===== config.mk =====
export PLATFORM = sky130hd
export DESIGN_NAME = crc16_tail
export DESIGN_NICKNAME = d
export VERILOG_FILES = /design/src/rtl/crc16_tail.sv
export SDC_FILE = /design/constraint.sdc
export NUM_CORES = 1
export LEC_CHECK = 0
export CAP_MARGIN = 20
export CORE_MARGIN = 2
export CORE_UTILIZATION = 50
export CTS_CLUSTER_DIAMETER = 30
export DETAILED_ROUTE_END_ITERATION = 10
export GPL_TIMING_DRIVEN = 0
export HOLD_SLACK_MARGIN = 0.15
export PLACE_DENSITY = 0.71
export SLEW_MARGIN = 30
export SYNTH_ARGS = -nofsm -noshare
export SYNTH_HDL_FRONTEND = slang
export SYNTH_SLANG_ARGS = --single-unit

===== constraint.sdc =====
create_clock -name clk_out16x -period 3.05 [get_ports clk_out16x]
set_clock_uncertainty 0.2 [all_clocks]
set_input_delay 0.61 -clock clk_out16x [delete_from_list [all_inputs] [get_ports clk_out16x]]
set_output_delay 0.61 -clock clk_out16x [all_outputs]
set_load 0.03 [all_outputs]

===== src/rtl/crc16_tail.sv =====
// CRC-16 tail stage: re-emits one serial burst a cycle late on its own channel,
// appends the 16-bit CRC MSB first, and reports CRC, burst length and sticky errors.
module crc16_tail #(
  parameter logic [15:0] POLY = 16'h1021,
  parameter logic [15:0] INIT = 16'hFFFF
) (
  input  logic        clk_out16x,
  input  logic        rst_n,
  input  logic        crc_valid,
  input  logic [7:0]  data_in,
  input  logic [7:0]  vld_in,
  output logic [7:0]  ser_out,
  output logic [7:0]  ser_vld,
  output logic [15:0] crc_value,
  output logic [15:0] burst_len,
  output logic        crc_done,
  output logic [1:0]  err_status
);

  typedef enum logic [1:0] {IDLE, DATA, CRC} state_t;

  state_t      state, state_nx;
  logic [7:0]  ch_mask, start_mask;
  logic [15:0] crc, shift, len;
  logic [4:0]  cnt;
  logic        drop, start, cur_bit, start_bit, multi_hot;

  function automatic logic [15:0] crc_upd(input logic [15:0] c, input logic b);
    crc_upd = {c[14:0], 1'b0} ^ ((c[15] ^ b) ? POLY : 16'h0000);
  endfunction

  always_comb begin
    start_mask = vld_in & (~vld_in + 8'd1);
    multi_hot  = (vld_in & (vld_in - 8'd1)) != 8'd0;
    cur_bit    = |(data_in & ch_mask);
    start_bit  = |(data_in & start_mask);
    // an overrun burst stays locked out until crc_valid has dropped once
    start      = (state == IDLE) && crc_valid && (vld_in != 8'd0) && !drop;
    state_nx   = state;
    case (state)
      IDLE:    if (start) state_nx = DATA;
      DATA:    if (!crc_valid) state_nx = CRC;
      CRC:     if (cnt == 5'd16) state_nx = IDLE;
      default: state_nx = IDLE;
    endcase
  end

  always_ff @(posedge clk_out16x or negedge rst_n) begin
    if (!rst_n) state <= IDLE;
    else        state <= state_nx;
  end

  always_ff @(posedge clk_out16x or negedge rst_n) begin
    if (!rst_n) begin
      ser_out    <= '0;
      ser_vld    <= '0;
      crc_value  <= '0;
      burst_len  <= '0;
      crc_done   <= 1'b0;
      err_status <= '0;
      ch_mask    <= '0;
      crc        <= '0;
      shift      <= '0;
      len        <= '0;
      cnt        <= '0;
      drop       <= 1'b0;
    end else begin
      crc_done <= 1'b0;
      if (state == CRC && crc_valid) begin
        drop          <= 1'b1;
        err_status[1] <= 1'b1;
      end else if (!crc_valid) begin
        drop <= 1'b0;
      end
      case (state)
        IDLE: begin
          ser_out <= '0;
          ser_vld <= '0;
          if (start) begin
            ch_mask <= start_mask;
            if (multi_hot) err_status[0] <= 1'b1;
            crc     <= crc_upd(INIT, start_bit);
            len     <= 16'd1;
            ser_out <= start_bit ? start_mask : 8'd0;
            ser_vld <= start_mask;
          end
        end
        DATA: begin
          if (crc_valid) begin
            crc     <= crc_upd(crc, cur_bit);
            len     <= (len == 16'hFFFF) ? len : len + 16'd1;
            ser_out <= cur_bit ? ch_mask : 8'd0;
          end else begin
            ser_out   <= crc[15] ? ch_mask : 8'd0;
            shift     <= {crc[14:0], 1'b0};
            cnt       <= 5'd1;
            burst_len <= len;
            crc_value <= crc;
          end
        end
        CRC: begin
          if (cnt == 5'd16) begin
            ser_out  <= '0;
            ser_vld  <= '0;
            crc_done <= 1'b1;
          end else begin
            ser_out <= shift[15] ? ch_mask : 8'd0;
            shift   <= {shift[14:0], 1'b0};
            cnt     <= cnt + 5'd1;
          end
        end
        default: begin
          ser_out <= '0;
          ser_vld <= '0;
        end
      endcase
    end
  end

endmodule

==> results.md, run 1 <==
- The run finished with clean final reports.
- The critical path is of the input port to register type.
- The dominant register cell in the synthesized netlist is dfrtp_1.
- The cell count after synthesis came out at 464.
- The data arrival time of the critical path is 2.96 ns.
- The maximum number of pins on one net before global-route repair is 80.
- Dividing the detail-routed wire length by the instance count gives 16.7 µm.
- The post-synthesis register bit count is 114.
- For this run, the total global-route usage over all layers was measured as 22.8%.
- The die is 104 µm tall.
- Along the worst hold path, the cell count comes to 2.
- The maximum level of the CTS H-tree is 4.
- The first-pass iteration count of the detailed router is 5.
- Measured on the finished design, the core utilization comes to 67.0%.
- The initial utilization of the core area, before any placement, comes to 51.5%.
- The clock transition at the register clock pins on the worst setup and hold paths after CTS is 0.06 ns.
- After synthesis, flip-flops and latches occupy 57.0% of the total area.
- The number of antenna diodes in the final layout is 0.
- The root buffer cell chosen for the clock tree is clkbuf_8.
- The leakage power is 2.69 nW.
- The share of the clock period used by the worst path after layout is 90.6%.
- The number of enable flip-flop cells after synthesis is 0.
- For this run, the number of Yosys warnings is 0.
- For the finished layout, the period the worst path requires is 2.76 ns.
- The sink count of the clock tree is 114.
- The number of pins with negative max-slew slack in the final report is 0.
- The worst setup path is captured at a register.
- The number of distinct standard cells referenced by the synthesized netlist is 54.
- Setup repair after global routing left no endpoint under its margin.
- The final weighted congestion in routability-driven placement is 0.868.
- The number of inserted filler cells in the final layout is 781.
- The clock insertion delay at the later pin of the skew report is 0.52 ns.
- The top-level port count is 70.
- The number of buffers inserted during clock tree synthesis is 17.
- The total power is 5.84 mW.
- The number of endpoints failing setup at the final stage is 0.
- The via count of the first global-routing pass was 3952.
- After detailed placement, the design holds a cell count of 663.
- The horizontal die dimension is 104 µm.
- The class of the tightest hold or removal check is input port to register.
- Ranked by total cell area, the synthesized netlist is headed by dfrtp_1 (57%), mux2_2 (7.2%), nor2_1 (4.6%), nand2_1 (4.2%), mux2i_1 (3.2%).
- The detail route stage leaves a number of antenna-violating nets equal to 0.
- The pin slew with the least headroom to its limit is 0.912 ns.
- The DRC violation count after routing is 0.
- Summed over all layers, the global routing overflow is 0.
- The cell count of the worst reg-to-reg path is 7.
- Buffers added to address setup during post-CTS repair amount to 0.
- The fraction of layout instances using a drive strength above 1 is 13.9%.
- Measured against its own limit, the worst slew margin works out to 39.2%.
- The fraction of post-synthesis cell area in the top cell type by area is 57.0%.
- TritonCTS built the clock tree.
- The post-synthesis average cell area is 10.8 µm².
- The max capacitance violation total is 0.
- The floorplan step defined a core boundary enclosing 9730 µm².
- The dominant cell type by area after synthesis is dfrtp_1.
- The detailed router's first-iteration violation count is 214.
- The placement row count is 36.
- The number of I/O port buffers is 65.
- The share of flip-flops with an asynchronous set or reset after synthesis is 100%.
- In the final layout, flip-flops and latches occupy 2850 µm².
- Dividing the detail-routed via count by the number of cells gives 5.59.
- The routed design has 11600 µm of wire.
- The half-perimeter wire length after detailed placement is 7470 µm.
- The number of antenna violations at the first check in global routing was 0.
- The maximum clock path buffer count is 2.
- The kind of launch point of the worst setup path is an input port.
- The signed area change from the synthesized netlist to the final layout is 30.2%.
- The post-synthesis net count is 486.
- Of all nets on the critical path, the largest fanout is 10.
- The cell area after synthesis is 5010 µm².
- The worst-case IR drop observed on VDD is 0.502 mV.
- The achievable clock frequency is 362 MHz.
- The floorplan step defined a die boundary enclosing 10800 µm².
- The total number of nets in the final design is 572.
- Detailed routing inserted a total of 3882 vias.
- The required arrival time at the worst endpoint is 3.25 ns.
- The final-report hold violation count came to 0.
- Once layout is complete, the cells apart from fillers number 695.
- The combined area of the multi-input logic cells is 2040 µm².
- The global-route wire length before repair is 19500 µm.
- The power density over the cells is 896 nW/µm².
[state kept, by name, indices dropped and copies added (netlist names), 5 cells and up]
signal,flops
burst_len,16
crc_value,16
shift,15
len,16
ser_out,8
ch_mask,8
ser_vld,8
cnt,5
crc,16
[cell families (layout without fill, tap and decap cells)]
| family | after synthesis | count (layout) | synth area share, % |
|---|---|---|---|
| DFF | 114 | 114 | 57.0 |
| and+or+nand+nor | 177 | 177 | 16.4 |
| AOI/OAI and AO/OA | 77 | 77 | 10.5 |
| adders and majority gates | 4 | 4 | 0.950 |
| buffers and inverters | 32 | 130 | 2.57 |
| xor gates and xnor gates | 12 | 12 | 2.10 |
| muxes | 48 | 48 | 10.4 |
[synth_stat cells (4+ instances only)]
library cell and instances:
dfrtp_1 114, nor2_1 61, nand2_1 56, mux2_2 32, a21oi_1 28, nor3_1 17, mux2i_1 16, clkbuf_1 15
xnor2_1 9, nand4_1 8, o21ai_0 8, o2bb2ai_1 8, inv_1 7, o31ai_1 5, or3_1 5, a22oi_1 4
a311oi_1 4, buf_1 4, buf_2 4, nand3_1 4
[where the power goes]
group / internal (mW) / switching (mW)
Clock: 1.43 / 0.665
Combinational: 0.650 / 1.05
Sequential: 1.81 / 0.235
Total: 3.89 / 1.95
[area by class of cell]
| type | instances | area share, % |
|---|---|---|
| inverters | 8 | 0.461 |
| clock inverters | 9 | 2.32 |
| flip-flops and latches | 114 | 43.8 |
| repair buffers | 67 | 10.6 |
| multi-input cells | 318 | 31.4 |
| clock buffers | 22 | 7.41 |
| plain buffers | 24 | 1.52 |
| well taps | 133 | 2.55 |
[critical path: stages]
cell and delay, ns:
clkdlybuf4s50_1 0.59, nor4_4 0.50, a31oi_4 0.27, nor2_4 0.33, inv_2 0.12, o21ai_1 0.17
mux2_2 0.36
[repair_timing]
action	4_1_cts	5_1_grt
hold buffers	1	0
gates resized for setup	0	2
endpoints found under the hold margin	60	0
endpoints found under the setup margin	0	11
[metrics by stage]
| step | setup TNS (ns) | hold WS [ns] | setup slack, ns | cell area [µm²] |
|---|---|---|---|---|
| floorplan | 0 | 0.114 | 0.382 | 5010 |
| global placement | -361.48 | 0.240 | -3.15 | 5820 |
| detailed placement | -4.70 | 0.258 | -0.468 | 5860 |
| CTS | 0 | 0.174 | 0.00345 | 6510 |
| global route | 0 | 0.177 | 0.163 | 6520 |
| finish | 0 | 0.199 | 0.286 | 6520 |
[worst paths after layout]
check                                          start                        end  slack, ns
max                                        vld_in[2]         len[0]$_DFFE_PN0P_       0.29
min                                        crc_valid           drop$_DFFE_PN0P_       0.20
max reg2reg                     state[1]$_DFFE_PN0P_      shift[12]$_DFFE_PN0P_       0.42
min reg2reg                err_status[1]$_DFFE_PN0P_  err_status[1]$_DFFE_PN0P_       0.27
max in group asynchronous                      rst_n         len[4]$_DFFE_PN0P_       1.63
min in group asynchronous                      rst_n   crc_value[8]$_DFFE_PN0P_       0.36
[layer usage]
layer / part of all wire (%) / up-vias / GRT usage (%)
met5: 0 / - / 0
met1: 44 / 1931 / 29.9
met3: 5.7 / 8 / 7.14
met4: 0.85 / 0 / 8.11
met2: 49 / 124 / 36.0
li1: - / 1819 / -
[cell usage in the layout (no fill, tap or decap), types with 3 or more instances in the layout]
cell	count
nor2_1	61
buf_2	4
o31ai_1	5
mux2i_1	16
xor2_1	3
nand4_1	8
a311oi_1	3
bufinv_16	4
mux2_2	32
ha_1	3
buf_1	4
inv_1	7
nor3_1	17
clkdlybuf4s50_1	64
o2bb2ai_1	8
clkbuf_16	16
xnor2_1	9
a21oi_1	28
clkinv_2	3
nand3_1	4
or3_1	5
clkbuf_8	6
clkbuf_1	15
o21ai_0	8
nor2b_1	3
nand3b_1	3
nand2_1	56
nand2b_1	3
a31oi_1	3
dfrtp_1	114
a22oi_1	4
Note: power is estimated with default switching activity, not from simulation.
==> run 2, diff against run 1 <==
--- a/config.mk
+++ b/config.mk
@@ -7,12 +7,12 @@
 export LEC_CHECK = 0
 export CAP_MARGIN = 20
 export CORE_MARGIN = 2
-export CORE_UTILIZATION = 50
+export CORE_UTILIZATION = 45
 export CTS_CLUSTER_DIAMETER = 30
 export DETAILED_ROUTE_END_ITERATION = 10
 export GPL_TIMING_DRIVEN = 0
 export HOLD_SLACK_MARGIN = 0.15
-export PLACE_DENSITY = 0.71
+export PLACE_DENSITY = 0.65
 export SLEW_MARGIN = 30
 export SYNTH_ARGS = -nofsm -noshare
 export SYNTH_HDL_FRONTEND = slang
==> constraint.sdc (replaced) <==
create_clock -name clk_out16x -period 3.6 [get_ports clk_out16x]
set_clock_uncertainty 0.2 [all_clocks]
set_input_delay 0.72 -clock clk_out16x [delete_from_list [all_inputs] [get_ports clk_out16x]]
set_output_delay 0.72 -clock clk_out16x [all_outputs]
set_load 0.03 [all_outputs]
==> run 2 against run 1 <==
  * Non-clock buffer count grew 1
  * Core utilization shrank 7.0 points
  * Wire length shrank 2.0%
  * Combinational power shrank 17%
  * Final cell count grew 1.3%
  * Clock power shrank 16%
  * Critical path depth is the same
  * Worst setup slack gained 0.20 ns
  * Via count shrank 1.5%
  * Flip-flop and latch count is the same
  * Sequential share of layout area grew 0.067 points
==> results.md, run 2 (synthesized netlist as in run 1, its figures left out) <==
- The first-pass iteration count of the detailed router is 5 (unchanged).
- The library cell used most frequently in the layout, excluding fill and tap cells, is dfrtp_1.
- Static timing analysis puts the maximum clock frequency at 321 MHz.
- The library cells used most frequently in the layout, excluding fill and tap cells, are dfrtp_1 (114), clkdlybuf4s50_1 (64), nor2_1 (61).
- The cell depth of the worst hold path is 2 (unchanged).
- The starting utilization of the core area is 46.2% (-5.3 points).
- The worst setup path is captured at a register.
- The max capacitance violation total came to 0 (unchanged).
- The signed area change from the synthesized netlist to the final layout is 30.0%.
- The worst setup slack for register-to-register paths was 0.96 ns (+0.54 ns).
- The clock insertion delay at the later pin of the skew report is 0.51 ns (about the same).
- The fraction of layout instances using a drive strength above 1 was 14.2% (+0.31 points).
- The total via count after detailed routing came to 3825 (-1.5%).
- The maximum level of the CTS H-tree is 4 (unchanged).
- The half-perimeter wire length after detailed placement is 7700 µm (+3.1%).
- The reg-to-reg startpoint is state[1]$_DFFE_PN0P_.
- The sink count of the clock tree is 114 (unchanged).
- The data arrival time of the critical path came to 3.30 ns (+0.34 ns).
- After global routing, the most crowded layer is met2.
- The number of inserted filler cells in the final layout is 921 (+18%).
- The leakage power is 2.68 nW (-0.32%).
- The overall global routing resource usage came to 20.5% (-2.3 points).
- The smallest clock period supported by the final layout is computed as 3.11 ns.
- The number of post-CTS setup repair buffers came to 0 (unchanged).
- The via count of the first global-routing pass is 3777 (-4.4%).
- The internal portion of total power came to 3.22 mW (-17%).
- The final weighted congestion in routability-driven placement is 0.801 (-7.7%).
- The switching share of power came to 34.2% (+0.85 points).
- The flip-flop and latch area came to 2850 µm² (unchanged).
- The top-level port count is 70 (unchanged).
- The area inside the core boundary is 10800 µm² (+11%).
- The combinational group share of total power came to 28.8% (-0.3 points).
- The total placed cells including tap cells is 671 (+1.2%).
- The slowest stage of the critical path is the nor4_2 cell.
- The power spent charging and discharging nets came to 1.67 mW (-14%).
- The number of pins with negative max-slew slack in the final report is 0 (unchanged).
- The worst setup path startpoint is vld_in[2].
- The top fanout value on the critical path is 10 (unchanged).
- The maximum clock path buffer count is 2 (unchanged).
- The routed wirelength normalized by instance count is 16.2 µm (-3.2%).
- Walking the worst path, the cells encountered are clkdlybuf4s50_1 > nor4_2 > a31oi_4 > nor2_2 > inv_2 > o21ai_1 > mux2_2.
- The maximum number of pins on one net before global-route repair was 71 (-11%).
- The final-report hold violation count is 0 (unchanged).
- TritonCTS built the clock tree.
- The combined area of the multi-input logic cells is 2030 µm² (-0.67%).
- The setup TNS came to 0 ns (unchanged).
- The met3 demand-to-capacity share in global routing is 4.21% (-2.9 points).
- The area enclosed by the die boundary came to 12000 µm² (+11%).
- The total grt overflow came to 0 (unchanged).
- The horizontal die dimension is 109 µm (+5.2%).
- The per-cell via count in the routed design is 5.43 (-2.7%).
- The placement row count is 38 (+5.6%).
- The detailed router's first-iteration violation count came to 234 (+9.3%).
- In the finished design, the share of the clock period the worst path needs comes to 86.4%.
- The pin slew with the least headroom to its limit is 0.890 ns (-0.0220 ns).
- STA classifies the critical path startpoint as an input port.
- The required arrival time at the worst endpoint is 3.79 ns (+0.54 ns).
- The power density over the cells is 751 nW/µm² (-16%).
- In this run the critical register-to-register path is captured at shift[12]$_DFFE_PN0P_.
- The cell count of the worst reg-to-reg path is 7 (unchanged).
- The number of endpoints failing setup at the final stage is 0 (unchanged).
- The total number of nets in the final design is 573 (+0.17%).
- The DRC violation count after routing is 0 (unchanged).
- The critical path ends at len[0]$_DFFE_PN0P_.
- The peak ir drop on the vdd network is 0.521 mV (+3.8%).
- The remaining max-slew budget at the tightest pin is 40.5% (+1.2 points).
- The number of nets with antenna violations after detailed routing was 0 (unchanged).
- The number of buffers inserted during clock tree synthesis is 17 (unchanged).
- The class of the tightest hold or removal check is register to register.
- The overall routed net length is 11400 µm (-2.0%).
- The global-route wire length before repair came to 18900 µm (-3.1%).
- The post-route non-filler standard cell count came to 704 (+1.3%).
- The antenna diode count is 0 (unchanged).
- The die height is 109 µm (+5.2%).
- The clock transition at the register clock pins on the worst setup and hold paths after CTS is 0.06 ns (about the same).
- The number of I/O port buffers is 65 (unchanged).
- The number of antenna violations at the first check in global routing is 0 (unchanged).
- The part of the power in registers is 35.4% (+0.3 points).
- The relative contribution of the clock network to total power is 35.8% (about the same).
- The flow ran to the end, and the final reports show no timing, DRC or antenna violations.
- The met2 usage in global routing is 31.6% (-4.4 points).
- The kind of critical path is input port to register.
- Setup repair after global routing left no endpoint under its margin.
- The buffer cell driving the clock tree root is clkbuf_8.
- The met1 track demand over resource was 29.1% (-0.77 points).
- The maximum single-stage delay on the critical path is 0.61 ns (+0.02 ns).
-- run 2: changes by cell type in the layout (fill, tap and decap cells not counted), sizes merged --
cell / before / now
buf: 11 / 12
clkinv: 4 / 8
clkbuf: 37 / 32
inv: 8 / 10
-- run 2: worst max-delay path, delay by kind of cell --
| family | cells | cell delay, ns |
|---|---|---|
| buffers and inverters | 2 | 0.68 |
| AOI/OAI and AO/OA | 2 | 0.46 |
| muxes | 1 | 0.36 |
| and+or+nand+nor | 2 | 1.06 |
-- run 2: power groups by stage --
stage | clock network [mW] | logic [mW] | registers [mW]
finish | 1.75 | 1.41 | 1.73
global route | 1.85 | 1.55 | 1.77
CTS | 1.78 | 1.42 | 1.73
detailed placement | 0 | 1.41 | 1.75
global placement | 0 | 1.38 | 1.74
floorplan | 0 | 0.759 | 1.89
-- run 2: worst min-delay path by stage --
stage	startpoint	end	slack, ns
global placement	err_status[1]$_DFFE_PN0P_	err_status[1]$_DFFE_PN0P_	0.24
floorplan	rst_n	burst_len[0]$_DFFE_PN0P_	0.22
global route	err_status[1]$_DFFE_PN0P_	err_status[1]$_DFFE_PN0P_	0.29
CTS	ser_vld[0]$_DFFE_PN0P_	ser_vld[0]$_DFFE_PN0P_	0.28
finish	ser_vld[0]$_DFFE_PN0P_	ser_vld[0]$_DFFE_PN0P_	0.27
detailed placement	ser_vld[0]$_DFFE_PN0P_	ser_vld[0]$_DFFE_PN0P_	0.26
-- run 2: final cells by class --
| class | count | area share (%) |
|---|---|---|
| Clock buffer | 17 | 6.36 |
| Inverter | 8 | 0.461 |
| Multi-Input combinational cell | 318 | 31.2 |
| Timing Repair Buffer | 68 | 10.8 |
| Tap cell | 140 | 2.69 |
| Clock inverter | 15 | 3.19 |
| Sequential cell | 114 | 43.8 |
| Buffer | 24 | 1.52 |
-- run 2: metal layers --
metal	routed length, µm	share of wire [%]
met5	0	0
met3	536	4.7
met1	5410	47
met2	5370	47
met4	93	0.82
-- run 2: what timing repair did --
action,in CTS,in global routing
resized for setup,0,0
endpoints found under the hold margin,44,0
hold buffers,1,0
endpoints found under the setup margin,0,0
-- run 2: metrics by stage --
| stage | power, mW | hold slack (ns) | worst slack [ns] | utilization (%) | cell area [µm²] |
|---|---|---|---|---|---|
| floorplan | 2.64 | 0.224 | 0.822 | - | 5010 |
| global placement | 3.12 | 0.241 | -2.73 | 53.8 | 5830 |
| detailed placement | 3.16 | 0.263 | -0.0254 | 54.2 | 5880 |
| CTS | 4.93 | 0.277 | 0.496 | 60.1 | 6510 |
| global route | 5.16 | 0.290 | 0.318 | 60.1 | 6510 |
| finish | 4.89 | 0.271 | 0.488 | 60.1 | 6510 |
==> run 3, diff against run 2 <==
--- a/config.mk
+++ b/config.mk
@@ -6,7 +6,6 @@
 export NUM_CORES = 1
 export LEC_CHECK = 0
 export CAP_MARGIN = 20
-export CORE_MARGIN = 2
 export CORE_UTILIZATION = 45
 export CTS_CLUSTER_DIAMETER = 30
 export DETAILED_ROUTE_END_ITERATION = 10
==> constraint.sdc (replaced) <==
create_clock -name clk_out16x -period 3.4 [get_ports clk_out16x]
set_clock_uncertainty 0.2 [all_clocks]
set_input_delay 0.68 -clock clk_out16x [delete_from_list [all_inputs] [get_ports clk_out16x]]
set_output_delay 0.68 -clock clk_out16x [all_outputs]
set_load 0.03 [all_outputs]
==> run 3 against run 2 <==
  * Sequential share of layout area grew 0.36 points
  * Highest routed layer unchanged
  * Critical endpoint unchanged
  * Sequential power grew 6%
  * Combinational power grew 6%
  * Largest cell class unchanged
==> results.md, run 3 (synthesized netlist as in run 1, its figures left out) <==
- The flow ran to the end, and the final reports show no timing, DRC or antenna violations.
- The maximum clock path buffer count is 2 (unchanged).
- The remaining max-slew budget at the tightest pin is 42.4% (+2.0 points).
- The per-cell via count in the routed design is 5.42 (-0.19%).
- The reg-to-reg startpoint is state[0]$_DFFE_PN0P_.
- The class of the tightest hold or removal check is input port to register.
- The routed wirelength normalized by instance count is 16.3 µm (+0.70%).
- The most frequent standard cell in the layout excluding fill and tap cells is dfrtp_1.
- The sink count of the clock tree is 114 (unchanged).
- Static timing analysis puts the maximum clock frequency at 323 MHz.
- The starting utilization of the core area came to 46.2% (unchanged).
- The clock insertion delay at the later pin of the skew report came to 0.53 ns (+0.02 ns).
- The number of nets with antenna violations after detailed routing is 0 (unchanged).
- The worst setup slack for register-to-register paths was 0.76 ns (-0.20 ns).
- Setup repair after global routing left no endpoint under its margin.
- The number of I/O port buffers is 65 (unchanged).
- The fraction of layout instances using a drive strength above 1 was 13.3% (-0.84 points).
- The max capacitance violation total is 0 (unchanged).
- The final critical path time including I/O delays and setup is 3.10 ns.
- The number of endpoints failing setup at the final stage is 0 (unchanged).
- The final-report hold violation count is 0 (unchanged).
- The worst hold path begins at crc_valid.
- The maximum number of pins on one net before global-route repair is 64 (-9.9%).
- The area inside the core boundary was 10800 µm² (unchanged).
- The placement row count is 38 (unchanged).
- The cell count of the worst reg-to-reg path was 6 (-1).
- The data arrival time of the critical path was 3.30 ns (about the same).
- The minimum setup slack in the final design is 0.303 ns (-0.185 ns).
- The final weighted congestion in routability-driven placement came to 0.840 (+4.8%).
- The top fanout value on the critical path is 10 (unchanged).
- The area enclosed by the die boundary is 11600 µm² (-3.6%).
- The total number of nets in the final design is 573 (unchanged).
- The global-route wire length before repair is 19200 µm (+1.6%).
- The number of buffers inserted during clock tree synthesis is 17 (unchanged).
- The cell depth of the worst hold path came to 2 (unchanged).
- The top-level port count is 70 (unchanged).
- The via count of the first global-routing pass is 3812 (+0.93%).
- The detailed router's first-iteration violation count came to 192 (-18%).
- The total grt overflow is 0 (unchanged).
- In the layout the commonest cells are dfrtp_1 (114), clkdlybuf4s50_1 (64), nor2_1 (61).
- The antenna diode count is 0 (unchanged).
- The number of pins with negative max-slew slack in the final report came to 0 (unchanged).
- The die height was 107 µm (-1.8%).
- The nature of the critical path endpoint is a register.
- The maximum level of the CTS H-tree is 4 (unchanged).
- After layout, the worst path uses 91.1% of the clock period.
- The pre-CTS worst setup slack came to -0.182 ns (-0.157 ns).
- The power density over the cells is 780 nW/µm² (+3.9%).
- STA classifies the critical path startpoint as an input port.
- The tree is rooted in a clkbuf_8.
- The peak ir drop on the vdd network was 0.343 mV (-34%).
- The total power came to 5.04 mW (+3.1%).
- Compared with the post-synthesis result, the final layout area differs by 29.0%.
- The worst setup path startpoint is vld_in[2].
- The pin slew with the least headroom to its limit is 0.861 ns (-0.0292 ns).
- The required arrival time at the worst endpoint is 3.61 ns (-0.18 ns).
- The setup TNS was 0 ns (unchanged).
- The half-perimeter wire length after detailed placement is 7800 µm (+1.3%).
- The clock transition at the register clock pins on the worst setup and hold paths after CTS is 0.06 ns (about the same).
- The share of the core filled with cells in the final layout was 59.6% (-0.48 points).
- The horizontal die dimension came to 107 µm (-1.8%).
- The leakage power was 2.66 nW (-0.70%).
- The overall routed net length is 11500 µm (+0.41%).
- The DRC violation count after routing came to 0 (unchanged).
- The first-pass iteration count of the detailed router is 4 (-1).
- The kind of critical path is input port to register.
- The total via count after detailed routing is 3807 (-0.47%).
- The overall global routing resource usage was 21.9% (+1.3 points).
- The number of antenna violations at the first check in global routing came to 0 (unchanged).
- TritonCTS built the clock tree.
- The number of post-CTS setup repair buffers was 0 (unchanged).
-- run 3: cell types whose count changed in the layout (fill, tap and decap cells not counted), sizes merged --
cell / change
bufinv: -2
clkinv: -5
inv: -2
clkinvlp: -1
clkbuf: +8
-- run 3: critical path, stage by stage --
cell and delay, ns:
clkdlybuf4s50_1 0.54, nor4_2 0.60, a31oi_4 0.30, nor2_2 0.47
inv_2 0.16, o21ai_1 0.19, mux2_2 0.36
-- run 3: cell type report --
type	instances	area, µm²
timing repair buffer	68	701
fill	934	4380
multi-input combinational	318	2030
inverter	8	30.0
buffer	24	98.8
clock buffer	25	494
clock inverter	5	75.1
tap	140	175
sequential	114	2850
-- run 3: where the power goes --
group	total, mW	switching (mW)	internal (mW)
clock network	1.70	0.576	1.13
registers	1.83	0.206	1.63
logic	1.50	0.921	0.581
-- run 3: per-layer routing --
| metal | track usage (%) | routed length [µm] | vias to the layer above |
|---|---|---|---|
| met5 | 0 | 0 | - |
| met4 | 9.88 | 194 | 0 |
| met3 | 5.08 | 511 | 16 |
| met2 | 32.5 | 5290 | 92 |
| met1 | 30.4 | 5450 | 1882 |
| li1 | - | - | 1817 |
-- run 3: worst paths after layout --
check,to
worst max register to register,len[13]$_DFFE_PN0P_
max in group asynchronous,ch_mask[1]$_DFFE_PN0P_
worst min register to register,err_status[1]$_DFFE_PN0P_
worst min-delay path,err_status[1]$_DFFE_PN0P_
worst max-delay path,len[0]$_DFFE_PN0P_
min in group asynchronous,crc[8]$_DFFE_PN0P_
-- run 3: what timing repair did --
action,CTS,global route
hold endpoints to repair,62,0
hold buffers,1,0
gates resized for setup,0,0
-- run 3: per-stage QoR --
stage / area (µm²) / instances / hold WS, ns
final: 6460 / 702 / 0.248
after global routing: 6460 / 702 / 0.245
after CTS: 6460 / 702 / 0.228
after detailed placement: 5880 / 671 / 0.247
after global placement: 5830 / 669 / 0.241
after floorplan: 5010 / 464 / 0.184
==> RTL edit, RTL diff (settings of run 1) <==
The 3 states of `state_t` get a one-hot encoding in 3 bits.
--- a/src/rtl/crc16_tail.sv
+++ b/src/rtl/crc16_tail.sv
@@ -18,5 +18,5 @@
 );
 
-  typedef enum logic [1:0] {IDLE, DATA, CRC} state_t;
+  typedef enum logic [2:0] {IDLE = 3'b001, DATA = 3'b010, CRC = 3'b100} state_t;
 
   state_t      state, state_nx;
Behaviour: same outputs for any inputs over 4 cycles, from zero or initial values and one cycle with rst_n low; so few cycles prove little.
==> RTL edit against run 1 <==
Wire length shrank 2.5%. Setup slack better by 0.11 ns. Global-route usage decreased by 0.66 points. Power down 1.3%. Critical path depth up 1. Cell area increased by 1.8%. Die area rose by 3.1%. Sequential cell count grew 1. Synthesized area is 3.2% higher. Via count grew 1.4%. Largest cell class unchanged. Highest routed layer unchanged.
==> RTL edit: results (changes against run 1) <==
* Worst hold slack at 0.2139 ns (+0.01471 ns)
* Nets at 582 (+1.7%)
* Post-Synth Adder-Cell Area at 0.009443 (-0.00005453)
* Vias in the first global route at 3985 (+0.84%)
* Xor/xnor share of the synthesized area at 0.01356 (-0.007435)
* Met2 usage at 0.3567 (-0.003280)
* Worst slew margin at 0.4417 (+0.04958)
* Mux cell area share after synthesis at 0.1027 (-0.001311)
* Hold Path Depth at 3 (+1)
* Total power divided by cell area at 868.4 nW/um^2 (-3.1%)
* Syn Inst Count at 473 (+1.9%)
* DRT Pass-1 Iters at 4 (-1)
* IO Port Bufs at 66 (+1.5%)
* Yosys cell types at 57 (+5.6%)
* Top post-synthesis cells by count: 114 x dfrtp_1, 60 x nand2_1, 40 x nor2_1, 32 x mux2_2, 23 x o21ai_0
* Hold EP: ser_out[4]$_DFF_PN0_
* Met1 WL at 5260 um (+2.0%)
* Seq/Total Area, Yosys at 0.5571 (-0.01271)
* Wirelength, routed at 11340 um (-2.5%)
* R2r worst-path depth at 9 (+2)
* Dpl hpwl at 7638 um (+2.3%)
* Compound-Gate Fraction of Synth Area at 0.1034 (-0.002084)
* Largest net degree at the start of global routing at 61 (-24%)
* Top post-synthesis cells by area: dfrtp_1 55%, mux2_2 7.0%, nand2_1 4.4%
* Reg-to-reg slack, setup at 0.67 ns (+0.25 ns)
* Critical path's largest stage delay at 0.54 ns (-0.05 ns)
* Outcome: finished clean
* Placement Cell Area at 6031 sq um (+2.9%)
* Met3 wire length at 519 um (-21%)
* Pleak at 2.821 nW (+4.8%)
## RTL edit: cells by family after synthesis
kind of cell,after synthesis
AO/OA/AOI/OAI,80
XOR/XNOR,8
adder cells (fa/ha/maj),4
buffers and inverters,35
flip-flops,115
multiplexers,49
AND/OR/NAND/NOR,182
## RTL edit: final cells by class
type | count | share of cell area
Buffer | 27 | 0.01998
Tap cell | 136 | 0.02564
Timing Repair Buffer | 68 | 0.1060
Multi-Input combinational cell | 323 | 0.3203
Clock buffer | 21 | 0.07070
Clock inverter | 11 | 0.01904
Sequential cell | 115 | 0.4338
Inverter | 8 | 0.004525
## RTL edit: where the power goes
part | total (mW) | switching [mW] | internal [mW]
clock network | 1.96 | 0.713 | 1.25
logic | 1.67 | 1.01 | 0.660
registers | 2.13 | 0.248 | 1.89
total | 5.76 | 1.97 | 3.80
## RTL edit: critical path, delay by kind of cell
kind,cells,cell delay [ns]
buffers and inverters,3,1.16
AND/OR/NAND/NOR,3,0.71
AO/OA/AOI/OAI,2,0.38
